--- config.mk ---
export PLATFORM = sky130hd
export DESIGN_NAME = uart_tx_arbiter
export DESIGN_NICKNAME = d
export VERILOG_FILES = /design/src/rtl/uart_arb_pkg.sv /design/src/rtl/uart_tx_arbiter_rr_pick.sv /design/src/rtl/uart_tx_arbiter.sv
export SDC_FILE = /design/constraint.sdc
export NUM_CORES = 1
export LEC_CHECK = 0
export BUFFER_PORTS_ARGS = -buffer_cell sky130_fd_sc_hd__buf_4
export CAP_MARGIN = 20
export CORE_MARGIN = 1
export CORE_UTILIZATION = 49
export CTS_CLUSTER_DIAMETER = 80
export DETAILED_ROUTE_END_ITERATION = 8
export GPL_ROUTABILITY_DRIVEN = 1
export PLACE_DENSITY_LB_ADDON = 0.15
export SETUP_SLACK_MARGIN = 0.15
export SKIP_LAST_GASP = 1
export SYNTH_ARGS = -nofsm -noshare
export SYNTH_HDL_FRONTEND = slang
export SYNTH_HIERARCHICAL = 1
export SYNTH_SLANG_ARGS = --single-unit
--- constraint.sdc ---
create_clock -name clk -period 2.5 [get_ports clk]
set_input_delay 0.5 -clock clk [delete_from_list [all_inputs] [get_ports clk]]
set_output_delay 0.5 -clock clk [all_outputs]
set_load 0.005 [all_outputs]
--- src/rtl/uart_arb_pkg.sv ---
// uart_arb_pkg: shared state encoding and default sizes for the uart tx arbiter
package uart_arb_pkg;
  typedef enum logic [1:0] {
    IDLE = 2'b00,
    LOAD = 2'b01,
    SEND = 2'b10,
    HOLD = 2'b11
  } state_t;
  localparam int DEF_NREQ = 4;
  localparam int DEF_BITS = 10;
  localparam int TO_W = 16;
endpackage

--- src/rtl/uart_tx_arbiter_rr_pick.sv ---
// rr_pick: combinational round-robin picker, first set request after ptr with wrap
module rr_pick #(
  parameter int N = 4,
  parameter int GW = $clog2(N)
) (
  input  logic [N-1:0]  req,
  input  logic [GW-1:0] ptr,
  output logic [GW-1:0] idx,
  output logic          any
);
  logic [GW-1:0] j;
  // scan from farthest to nearest so the nearest set request after ptr wins
  always_comb begin
    idx = '0;
    j = '0;
    for (int i = N; i >= 1; i--) begin
      j = GW'((int'(ptr) + i) % N);
      if (req[j]) idx = j;
    end
  end
  assign any = |req;
endmodule

--- src/rtl/uart_tx_arbiter.sv ---
// uart_tx_arbiter: round-robin, packet-locked sharing of one uart_tx; UART_ARB_HOLD_TIMEOUT_EN breaks idle locks
module uart_tx_arbiter
  import uart_arb_pkg::*;
#(
  parameter int NREQ = DEF_NREQ,
  parameter int BITS = DEF_BITS,
  parameter int GID_W = $clog2(NREQ),
  parameter int HOLD_TIMEOUT = 65535
) (
  input  logic                 clk,
  input  logic                 rst_n,
  input  logic [NREQ-1:0]      req_valid,
  input  logic [NREQ*BITS-1:0] req_data,
  input  logic [NREQ-1:0]      req_last,
  output logic [NREQ-1:0]      req_ack,
  output logic [BITS-1:0]      tx_data,
  output logic                 tx_data_valid,
  input  logic                 tx_data_ack,
  input  logic                 tx_ready,
  output logic [GID_W-1:0]     grant_id,
  output logic                 busy,
  output logic                 timeout_err
);
  state_t state;
  logic [GID_W-1:0] ptr, pick;
  logic any, last_q, started, to_hit, unused_ok;
  // uart_tx only samples valid while idle, so ready never gates our valid
  assign unused_ok = tx_ready ^ (HOLD_TIMEOUT == 0);
  rr_pick #(.N(NREQ), .GW(GID_W)) u_pick (
    .req(req_valid),
    .ptr(ptr),
    .idx(pick),
    .any(any)
  );
  assign req_ack = (state == LOAD && req_valid[grant_id]) ? (NREQ'(1) << grant_id) : '0;
`ifdef UART_ARB_HOLD_TIMEOUT_EN
  logic [TO_W-1:0] cnt;
  assign to_hit = (cnt == TO_W'(HOLD_TIMEOUT - 1));
  // count idle HOLD cycles and flag the cycle the lock is broken
  always_ff @(posedge clk) begin
    if (!rst_n) begin
      cnt <= '0;
      timeout_err <= 1'b0;
    end else begin
      cnt <= (state == HOLD) ? cnt + 1'b1 : '0;
      timeout_err <= state == HOLD && !req_valid[grant_id] && to_hit;
    end
  end
`else
  assign to_hit = 1'b0;
  assign timeout_err = 1'b0;
`endif
  // arbitration, word latching and packet lock
  always_ff @(posedge clk) begin
    if (!rst_n) begin
      state <= IDLE;
      tx_data <= '0;
      tx_data_valid <= 1'b0;
      grant_id <= '0;
      busy <= 1'b0;
      ptr <= GID_W'(NREQ - 1);
      last_q <= 1'b0;
      started <= 1'b0;
    end else begin
      case (state)
        IDLE: if (any) begin
          grant_id <= pick;
          busy <= 1'b1;
          started <= 1'b0;
          state <= LOAD;
        end
        LOAD: if (req_valid[grant_id]) begin
          tx_data <= req_data[grant_id*BITS +: BITS];
          last_q <= req_last[grant_id];
          started <= 1'b1;
          tx_data_valid <= 1'b1;
          state <= SEND;
        end else begin
          state <= started ? HOLD : IDLE;
          busy <= started;
        end
        SEND: if (tx_data_ack) begin
          tx_data_valid <= 1'b0;
          state <= last_q ? IDLE : HOLD;
          busy <= !last_q;
          if (last_q) ptr <= grant_id;
        end
        HOLD: begin
          state <= req_valid[grant_id] ? LOAD : to_hit ? IDLE : HOLD;
          if (!req_valid[grant_id] && to_hit) begin
            busy <= 1'b0;
            ptr <= grant_id;
          end
        end
      endcase
    end
  end
endmodule

==> qor.yml <==
post-route-period-util: 0.853
cp-end-kind: "output port"
setup_tns_ns: 0
cpLargestDelayFamily: "simple AND/OR/NAND/NOR gates"
r2r_end: "tx_data[3]$_SDFFE_PN0P_"
seq_area_frac_synth: 0.287
setup_slack_ns: 0.368
grt_overflow_total: 0
critical_path.cell_chain: "inv_1, ha_1, nor2b_1, nand2_1, nor2_1, buf_4"
reg2reg_depth: 4
cp.arrival_ns: 1.63
max-clock-path-buffers: 2
holdPathEnd: "ptr[0]$_SDFFE_PN1P_"
rrSetupSlack_ns: 0.64
gp_congestion: 0.832
wl_per_cell_microns: 14.9
syn_inst: 136
postCtsSetupBuffers: 0
period_needed_ns: 2.13
grt_max_degree: 24
timing.final.max_slew_violations: 0
status: "complete, no violations"
clock_latency_ns: 0.30
slowest_delay_ns: 0.36
vias: 1306
io_buffers: 68
cap_violations: 0
num-nets-final: 259
hp-start: "rst_n"
synth_cell_types: 35
drt_first_iter_violations: 47
yosysTopAreaCell: "dfxtp_1"
syn_nets: 192
grt_pass1_wl_microns: 5880
slowest_stage: "dfxtp_1"
finClkSkew_ns: 0.00888
max_freq_mhz: 469
start_util: 0.539
tritoncts: "yes"
ctsResizeCount: 0
rows: 18
fp.dieArea_sq_mm: 0.00306
netlist_top_cells_area: "dfxtp_1, mux4_2, mux2i_1"
grt_pass1_vias: 1267
ant_nets: 0
slew-limit-headroom: 0.590
path_max_fanout: 7
seqPwrFrac: 0.405
ys_seq_elements: 20
hold_depth: 2
drcViolationCount: 0
ir_worst_vdd_uv: 443
startpoint_type: "flip-flop"
required_ns: 2.00
criticalPathCategory: "flip-flop to output port"
dr.pass1.iters: 4
post-route-util: 0.756
p_per_area_mw_per_mm2: 463
htree_levels: 1
combPwrFrac: 0.303
p_sw_uw: 234
clk_pin_slew_worst_paths_ns: 0.12
drive_above_1_share: 0.441
area_growth_pct: 40.4
clkPwrFrac: 0.292
tightest_slew_ns: 0.614
dp.cells: 228
reg2reg_from: "grant_id[0]$_SDFFE_PN0P_"
die_w_microns: 55.4
fin_cells: 232
numCtsBuffers: 3
switching_share: 0.258
setup_viol_count_final: 0
p_leak_uw: 0.000879
nFillCells: 170
rsz0062_at_grt: "false"
grt_antenna_before_repair: 0
post-place-ws_ns: 0.644
core_area_sq_mm: 0.00259
min_path_type: "input pin to flip-flop"
wl_microns: 3470
p_int_uw: 673
n_antenna_cell: 0
cts-root-buf: "clkbuf_4"
cts_sinks: 20
hold_viol_final: 0
vias_per_cell: 5.63
syn-cell-area_sq_mm: 0.00140
synth_top_area_frac: 0.287
ff_latch_area_sq_um: 400
place_hpwl_microns: 2720
critPathBufInv: 2
grt_usage: 0.238
yosysWarnings: 6
synth.avg_cell_area_sq_um: 10.3
hold_buffers: 0
ios: 71
die_h_microns: 55.4
multi_input_area_sq_um: 931
## how the worst max path moves through the flow
stage	from	endpoint	slack [ns]	cells past startpoint
after floorplan	state[1]$_SDFFE_PN0P_	busy$_SDFFE_PN0P_	0.86	7
after global placement	grant_id[0]$_SDFFE_PN0P_	tx_data[5]$_SDFFE_PN0P_	0.69	4
after detailed placement	grant_id[0]$_SDFFE_PN0P_	tx_data[3]$_SDFFE_PN0P_	0.64	4
after CTS	state[1]$_SDFFE_PN0P_	req_ack[0]	0.36	6
after global routing	state[1]$_SDFFE_PN0P_	req_ack[0]	0.18	6
final	state[1]$_SDFFE_PN0P_	req_ack[0]	0.37	6
## logic make-up (layout without fill, tap and decap cells)
kind of cell,count (synthesis),count (layout),share of synthesized area
AO/OA/AOI/OAI,19,19,0.0978
adder cells (fa/ha/maj),4,4,0.0359
buffers and inverters,11,77,0.0457
flip-flops,20,20,0.287
multiplexers,30,30,0.330
other,1,1,0.00269
AND/OR/NAND/NOR,51,51,0.201
## per-stage QoR
stage / hold slack, ns / cell area [sq um] / total power, uW
floorplan: 0.451 / 1400 / 529
global placement: 0.448 / 1910 / 638
detailed placement: 0.457 / 1910 / 650
CTS: 0.468 / 1960 / 916
global route: 0.467 / 1960 / 956
finish: 0.471 / 1960 / 907
## synth_stat cells
cell type  number
o21ai_0         4
buf_6           2
a221oi_1        1
and3_1          3
buf_4           1
and2_1          1
inv_1           3
a211oi_1        1
nor2_1          4
buf_2           3
a31oi_1         1
mux4_1          3
dfxtp_1        20
nor3_4          1
nor2b_1        14
nor3b_1         1
nand4_1         1
o221ai_2        1
nand2b_1        5
nand2_1        15
ha_1            4
a22o_4          1
o211ai_1        1
conb_1          1
a21oi_2         1
mux2i_1        16
nand3_1         4
nand3b_1        1
a21oi_1         6
and2b_1         1
clkbuf_1        2
mux4_2          8
mux2_4          2
mux2_2          1
a21boi_0        2
## worst register-to-register path, stage by stage (launching register included)
cell	delay, ns
dfxtp_1	0.73
buf_4	0.29
mux4_2	0.52
mux2i_1	0.16
nor2b_1	0.06
## sequential cells by signal (all words and copies together) (netlist names)
name           flops
started            1
ptr                2
tx_data           10
last_q             1
state              2
tx_data_valid      1
busy               1
grant_id           2
## layout make-up
class | count | area share
sequential | 20 | 0.204
tap | 30 | 0.0192
timing repair buffer | 70 | 0.268
clock inverter | 1 | 0.0153
multi-input combinational | 105 | 0.475
inverter | 3 | 0.00575
clock buffer | 3 | 0.0115
## layer usage
| layer | share of wire | GRT usage |
|---|---|---|
| met4 | 0.014 | 0.0893 |
| met2 | 0.49 | 0.404 |
| met1 | 0.43 | 0.296 |
| met3 | 0.065 | 0.0492 |
| met5 | 0 | 0 |
## cell usage in the layout, fill, tap and decap left out, types with 3 or more instances in the layout
cell / netlist / final
buf_4: 1 / 70
dfxtp_1: 20 / 20
mux2i_1: 16 / 16
nand2_1: 15 / 15
nor2b_1: 14 / 14
mux4_2: 8 / 8
a21oi_1: 6 / 6
nand2b_1: 5 / 5
nor2_1: 4 / 4
nand3_1: 4 / 4
o21ai_0: 4 / 4
ha_1: 4 / 4
inv_1: 3 / 3
and3_1: 3 / 3
mux4_1: 3 / 3
clkbuf_4: 0 / 3
## power by group through the flow
stage	registers, uW	logic [uW]	clock network (uW)
floorplan	367	161	0
global placement	373	265	0
detailed placement	374	276	0
CTS	367	276	273
global route	371	300	286
finish	367	275	265
Note: power is estimated with default switching activity, not from simulation.
